### src/rtl/decode_stage_pipe.sv
// MIPS decode stage: register file, immediate extension and a one-deep valid/ready output register.
// Define DECODE_STAGE_BYPASS_EN to forward writeback data into accepted or held operands.
`timescale 1ns/1ps

module decode_stage_pipe #(
  parameter int DATA_WIDTH = 32,
  parameter int NUM_REGS   = 32,
  parameter int CNT_WIDTH  = 16
) (
  input  logic                  clock,
  input  logic                  reset_n,
  input  logic                  instr_valid,
  output logic                  instr_ready,
  input  logic [31:0]           instruction,
  input  logic                  reg_write,
  input  logic [4:0]            write_reg,
  input  logic [DATA_WIDTH-1:0] write_data,
  output logic                  out_valid,
  input  logic                  out_ready,
  output logic [5:0]            opcode,
  output logic [4:0]            rs,
  output logic [4:0]            rt,
  output logic [4:0]            rd,
  output logic [5:0]            funct,
  output logic [DATA_WIDTH-1:0] read_data1,
  output logic [DATA_WIDTH-1:0] read_data2,
  output logic [DATA_WIDTH-1:0] immediate,
  output logic [CNT_WIDTH-1:0]  decode_count
);

  typedef enum logic {EMPTY, FULL} state_t;

  localparam logic [5:0] NUM_REGS_W = 6'(NUM_REGS);

  state_t                state_q, state_d;
  logic [DATA_WIDTH-1:0] regs_q [1:NUM_REGS-1];
  logic [DATA_WIDTH-1:0] regs_d [1:NUM_REGS-1];
  logic [5:0]            opcode_q, opcode_d;
  logic [4:0]            rs_q, rs_d;
  logic [4:0]            rt_q, rt_d;
  logic [4:0]            rd_q, rd_d;
  logic [5:0]            funct_q, funct_d;
  logic [DATA_WIDTH-1:0] op1_q, op1_d;
  logic [DATA_WIDTH-1:0] op2_q, op2_d;
  logic [DATA_WIDTH-1:0] imm_q, imm_d;
  logic [CNT_WIDTH-1:0]  cnt_q, cnt_d;

  logic                  accept;
  logic                  write_hit;
  logic [15:0]           imm16;
  logic [DATA_WIDTH-1:0] imm_ext;
  logic [DATA_WIDTH-1:0] rf_rs;
  logic [DATA_WIDTH-1:0] rf_rt;

  assign instr_ready = (state_q == EMPTY) || out_ready;
  assign accept      = instr_valid && instr_ready;
  assign write_hit   = reg_write && (write_reg != 5'd0) && ({1'b0, write_reg} < NUM_REGS_W);

  // Entry 0 has no storage; indices outside the file fall through to zero.
  always_comb begin
    rf_rs = '0;
    rf_rt = '0;
    for (int i = 1; i < NUM_REGS; i++) begin
      if (instruction[25:21] == 5'(i)) rf_rs = regs_q[i];
      if (instruction[20:16] == 5'(i)) rf_rt = regs_q[i];
    end
  end

  always_comb begin
    regs_d = regs_q;
    for (int i = 1; i < NUM_REGS; i++) begin
      if (write_hit && (write_reg == 5'(i))) regs_d[i] = write_data;
    end
  end

  always_comb begin
    imm16 = instruction[15:0];
    case (instruction[31:26])
      6'h0C, 6'h0D, 6'h0E: imm_ext = DATA_WIDTH'(imm16);
      6'h0F:               imm_ext = DATA_WIDTH'({imm16, 16'h0000});
      default:             imm_ext = {{(DATA_WIDTH-16){imm16[15]}}, imm16};
    endcase
  end

  always_comb begin
    state_d  = state_q;
    opcode_d = opcode_q;
    rs_d     = rs_q;
    rt_d     = rt_q;
    rd_d     = rd_q;
    funct_d  = funct_q;
    op1_d    = op1_q;
    op2_d    = op2_q;
    imm_d    = imm_q;
    cnt_d    = cnt_q;
    if (accept) begin
      state_d  = FULL;
      opcode_d = instruction[31:26];
      rs_d     = instruction[25:21];
      rt_d     = instruction[20:16];
      rd_d     = instruction[15:11];
      funct_d  = instruction[5:0];
      op1_d    = rf_rs;
      op2_d    = rf_rt;
      imm_d    = imm_ext;
      cnt_d    = cnt_q + CNT_WIDTH'(1);
`ifdef DECODE_STAGE_BYPASS_EN
      if (write_hit && (write_reg == instruction[25:21])) op1_d = write_data;
      if (write_hit && (write_reg == instruction[20:16])) op2_d = write_data;
`endif
    end else if (state_q == FULL) begin
      if (out_ready) begin
        state_d = EMPTY;
      end else begin
`ifdef DECODE_STAGE_BYPASS_EN
        // Held operands track writeback so execute sees fresh values when it resumes.
        if (write_hit && (write_reg == rs_q)) op1_d = write_data;
        if (write_hit && (write_reg == rt_q)) op2_d = write_data;
`endif
      end
    end
  end

  always_ff @(posedge clock or negedge reset_n) begin
    if (!reset_n) begin
      state_q  <= EMPTY;
      opcode_q <= '0;
      rs_q     <= '0;
      rt_q     <= '0;
      rd_q     <= '0;
      funct_q  <= '0;
      op1_q    <= '0;
      op2_q    <= '0;
      imm_q    <= '0;
      cnt_q    <= '0;
      for (int i = 1; i < NUM_REGS; i++) regs_q[i] <= '0;
    end else begin
      state_q  <= state_d;
      opcode_q <= opcode_d;
      rs_q     <= rs_d;
      rt_q     <= rt_d;
      rd_q     <= rd_d;
      funct_q  <= funct_d;
      op1_q    <= op1_d;
      op2_q    <= op2_d;
      imm_q    <= imm_d;
      cnt_q    <= cnt_d;
      for (int i = 1; i < NUM_REGS; i++) regs_q[i] <= regs_d[i];
    end
  end

  assign out_valid    = (state_q == FULL);
  assign opcode       = opcode_q;
  assign rs           = rs_q;
  assign rt           = rt_q;
  assign rd           = rd_q;
  assign funct        = funct_q;
  assign read_data1   = op1_q;
  assign read_data2   = op2_q;
  assign immediate    = imm_q;
  assign decode_count = cnt_q;

endmodule
### config.mk
export PLATFORM = sky130hd
export DESIGN_NAME = decode_stage_pipe
export DESIGN_NICKNAME = d
export VERILOG_FILES = /design/src/rtl/decode_stage_pipe.sv
export SDC_FILE = /design/constraint.sdc
export NUM_CORES = 2
export LEC_CHECK = 0
export CELL_PAD_IN_SITES_DETAIL_PLACEMENT = 1
export CELL_PAD_IN_SITES_GLOBAL_PLACEMENT = 1
export CORE_MARGIN = 1
export CORE_UTILIZATION = 50
export DETAILED_ROUTE_END_ITERATION = 10
export PLACE_DENSITY_LB_ADDON = 0.1
export RECOVER_POWER = 100
export SYNTH_ARGS = -nofsm -noshare
export SYNTH_HDL_FRONTEND = slang
export SYNTH_SLANG_ARGS = --single-unit
### constraint.sdc
create_clock -name clock -period 2.36 [get_ports clock]
set_clock_uncertainty 0.1 [all_clocks]
set_input_delay 0.472 -clock clock [delete_from_list [all_inputs] [get_ports clock]]
set_output_delay 0.472 -clock clock [all_outputs]
set_load 0.01 [all_outputs]
==> results of run 1 <==
cells by family after synthesis:
kind of cell,Yosys count,share of synthesized area
multiplexers,1102,0.207
flip-flops,1132,0.474
AND/OR/NAND/NOR,1166,0.0917
adder cells (fa/ha/maj),1,0.000209
XOR/XNOR,15,0.00220
buffers and inverters,560,0.0408
AO/OA/AOI/OAI,1659,0.184
timing repair:
item	in CTS
setup buffers	19
resized for setup	200
pin swaps	29
hold buffers	1
setup endpoints to repair	103
endpoints found under the hold margin	26
synth_stat cells, drive strengths merged (12+ instances only):
library cell,n
dfrtp,1132
mux2,1016
nand2,365
nor2,365
o21ai,361
clkbuf,306
a21oi,283
o22ai,282
buf,239
a22oi,168
nor3,106
nand3,104
a221oi,83
mux2i,80
a211oi,53
o221ai,48
a31oi,35
o211ai,34
nor2b,33
nand2b,26
o22a,26
and3,24
a21o,23
o31ai,23
nand4,22
o21a,21
or3,21
a221o,19
nor4,19
a32oi,17
o2bb2ai,17
a2bb2oi,16
nor3b,16
a41oi,14
inv,14
o2111ai,14
a2111oi,13
a211o,12
xnor2,12
per-layer routing:
layer / GRT usage / GRT overflow
met1: 0.775 / 0
met2: 0.884 / 0
met3: 0.555 / 0
met4: 0.664 / 2
met5: 0.254 / 0
metrics by stage:
stage	area, um^2	worst slack (ns)	TNS [ns]	instances	util
floorplan	59800	0.00298	0	5635	-
global placement	72900	-1.89	-163.16	8090	0.617
detailed placement	72900	-1.94	-250.33	8090	0.617
CTS	78000	-0.248	-0.640	8341	0.660
==> impl_metrics.csv, run 1 <==
group,metric,value,unit
outcome,status,"stopped before the end",
outcome,lastStage,"global routing",
outcome,stop_error,"[ERROR GRT-0232] Routing congestion too high. Check the congestion heatmap in the GUI.",
synth,syn-num-nets,5710,
synth,yosysSeqAreaShare,0.474,
synth,ys_ff_latch,1132,
clocking,cts-root-buf,"clkbuf_16",
synth,synthTopCellsByArea,"dfrtp_1, mux2_2, o22ai_1, o21ai_0, a21oi_1",
synth,netlist_instances,5635,
placement,dp_hpwl,252000,um
clocking,clock_sinks,1132,
synth,synth_edf_count,0,
clocking,cts_htree_levels,4,
die,die_y,348,um
die,die_w,348,um
synth,synth.largest_area_cell,"dfrtp_1",
synth,synth_ff_type,"dfrtp_1",
synth,synth_cell_types,99,
synth,yosys.area.top_type_share,0.474,
sta,worst_endpoint,"read_data2[0]$_DFFE_PN0P_/D",
placement,io_buffer_count,214,
die,initial_utilization,0.506,
die,rows,126,
sta,worstEpCategory,"register data pin",
synth,synthArstFlopShare,1.00,
clocking,clock_path_buffers,3,
die,io_pins,215,
placement,gp_congestion,1.06,
synth,netlist_area,59800,um^2
synth,yosys_warnings,0,
clocking,cts_inserted_buffers,130,
global_routing,overflow,2,
global_routing,grt_max_degree,61,
global_routing,gr-usage-all-layers,0.728,
synth,syn_avg_cell_area,10.6,um^2
==> run 2: changes to the inputs <==
Settings changed: CELL_PAD_IN_SITES_DETAIL_PLACEMENT 1 to default, CELL_PAD_IN_SITES_GLOBAL_PLACEMENT 1 to default, CORE_UTILIZATION 50 to 40, PLACE_DENSITY_LB_ADDON 0.1 to 0.15.
==> impl_metrics.csv, run 2 <==
group,metric,value,unit
die,die_area,151000,um^2
synth,synth_cell_types,99,
layout,drive_gt1_frac,0.387,
synth,synth.largest_area_cell,"dfrtp_1",
synth,synth.most_common_cell,"dfrtp_1",
power,power_density,779,nW/um^2
power,comb_power_share,0.194,
global_routing,gr-usage-all-layers,0.399,
synth,syn_avg_cell_area,10.6,um^2
die,die_y,389,um
power,p_clk_frac,0.362,
power,ir_worst_vdd,0.000734,V
synth,yosys.area.top_type_share,0.474,
critical_path,critPathLaunchType,"primary input",
critical_path,required,2.92,ns
placement,postPlaceCellArea,73600,um^2
clocking,clock_path_buffers,3,
synth,synthTopCellsByCount,"dfrtp_1, mux2_2, nand2_1",
power,p_switching,0.0188,W
die,rows,141,
power,leakagePower,34.4,nW
critical_path,rrSetupSlack,-0.03,ns
synth,synthArstFlopShare,1.00,
synth,synth_ff_type,"dfrtp_1",
global_routing,antenna_found_initial,9,
critical_path,reg2reg_depth,7,
synth,ys_ff_latch,1132,
global_routing,grt_max_degree,79,
detailed_routing,wl_per_cell,35.1,um
sta,period_needed,2.47,ns
clocking,cts-root-buf,"clkbuf_16",
power,intPower,0.0419,W
detailed_routing,drtIter0Drc,7216,
synth,netlist_area,59800,um^2
sta,rsz0062_at_grt,"yes",
critical_path,critical_path_arrival,3.02,ns
critical_path,end_kind,"register",
die,core,148000,um^2
clocking,cts_tree,"yes",
clocking,cts_inserted_buffers,136,
layout,final_area,78000,um^2
detailed_routing,firstDrtPassIters,9,
clocking,clock_sinks,1132,
global_routing,overflow,0,
clocking,clk_pin_slew,0.06,ns
outcome,status,"complete, but fails checks",
sta,fin_setup_tns,-1.57,ns
synth,yosysSeqAreaShare,0.474,
global_routing,grt_pass1_vias,54180,
layout,layout_commonest_cell,"dfrtp_1",
sta,tightest_slew,1.20,ns
placement,placedCellCount,8480,
placement,gp_congestion,1.02,
synth,yosys_warnings,0,
placement,io_buffer_count,214,
sta,finalHoldViolations,0,
sta,period_share,1.04,
power,seqPwrFrac,0.444,
sta,setup_violations,77,
sta,fin_ws,-0.106,ns
power,total_power,0.0608,W
sta,finalMaxSlewViolations,0,
die,io_pins,215,
outcome,violations,"negative setup slack",
global_routing,grt_pass1_wl,430000,um
power,switching_share,0.310,
die,initial_utilization,0.404,
synth,syn-num-nets,5710,
synth,synth_edf_count,0,
layout,stdcell_count,8748,
detailed_routing,routed_wl,307000,um
synth,synthTopCellsByArea,"dfrtp_1, mux2_2, o22ai_1, o21ai_0, a21oi_1",
sta,fmax,406,MHz
min_path,hp-class,"primary input to async pin",
placement,dp_hpwl,237000,um
synth,netlist_instances,5635,
detailed_routing,drc,0,
layout,syn_to_final_growth,30.4,%
clocking,worstSkewPairLatency,0.78,ns
layout,final_cell_mix,"dfrtp_1, buf_4, mux2_2, nand2_1, nor2_1",
critical_path,r2r_start,"regs_q[973]",
die,die_w,389,um
critical_path,crit_path_max_fanout,18,
layout,regMostFlops,"regs_q",
detailed_routing,viasPerCell,6.48,
clocking,cts_htree_levels,4,
run,drv_cap,0,
layout,finish.utilization,0.527,
detailed_routing,postRouteAntennaNets,0,
detailed_routing,num_vias,56724,
layout,final_nets,6780,
critical_path,crit_type,"primary input to register",
sta,relSlewSlack,0.201,
layout,largest_reg_flops,992,
critical_path,rr_endpoint,"read_data2[13]",
-- run 2: cell counts after synthesis --
No cell type changed its count.
-- run 2: worst max path at each step --
stage	startpoint	slack, ns	cells past startpoint	endpoint
floorplan	instruction[17]	0.003	10	read_data2[0]
global placement	instruction[20]	-1.25	13	read_data2[25]
detailed placement	instruction[20]	-1.22	13	read_data2[25]
CTS	regs_q[925]	0.0005	9	read_data2[29]
global route	instruction[22]	-0.02	11	read_data1[3]
finish	instruction[17]	-0.11	12	read_data2[28]
-- run 2: cells by family (layout without fill, tap and decap cells) --
kind of cell    Yosys count  after routing  synth area share
fa+ha+maj                 1              1          0.000209
mux                    1102           1102             0.207
compound gates         1659           1659             0.184
buf+inv                 560           1740            0.0408
simple gates           1166           1166            0.0917
other cells               0              3                 0
xor+xnor                 15             15           0.00220
flops                  1132           1132             0.474
-- run 2: layer usage --
metal,vias to the layer above,part of all wire,global-route usage
met3,717,0.098,0.0915
met1,29117,0.41,0.549
li1,23436,-,-
met2,3446,0.43,0.591
met5,-,0.00021,0
met4,8,0.058,0.191
-- run 2: power groups by stage --
stage	registers [W]	logic (W)	clock network (W)
after floorplan	0.0256	0.00600	0
after CTS	0.0267	0.0116	0.0222
after global placement	0.0269	0.0113	0
final	0.0270	0.0118	0.0220
after global routing	0.0272	0.0124	0.0230
after detailed placement	0.0270	0.0115	0
-- run 2: timing repair --
action / CTS / global route
setup buffers: 12 / 4
gates resized for setup: 91 / 83
pin swaps: 6 / 19
hold endpoints to repair: 604 / 0
hold buffers: 1 / 0
endpoints found under the setup margin: 63 / 46
-- run 2: critical path: stages --
cell      delay, ns
clkbuf_8       0.20
buf_12         0.23
nor2b_2        0.36
buf_12         0.20
nand2_1        0.23
o32ai_1        0.28
buf_4          0.19
a21oi_2        0.06
a211oi_1       0.33
buf_4          0.18
o31a_1         0.19
nor3_1         0.07
-- run 2: final cells by class --
class | count | area [um^2]
clock buffer | 194 | 3950
timing repair buffer | 1477 | 12900
multi-input combinational | 3943 | 29700
antenna | 3 | 7.51
inverter | 15 | 57.6
tap | 1930 | 2410
fill | 13502 | 70000
clock inverter | 54 | 693
sequential | 1132 | 28300
-- run 2: per-stage QoR --
| step | setup slack, ns | hold slack (ns) |
|---|---|---|
| after floorplan | 0.00298 | 0.0764 |
| after global placement | -1.25 | 0.309 |
| after detailed placement | -1.22 | 0.308 |
| after CTS | 0.000453 | 0.0973 |
| after global routing | -0.0242 | 0.0879 |
| final | -0.106 | 0.0910 |
No activity file was read; power rests on OpenSTA's default activity.
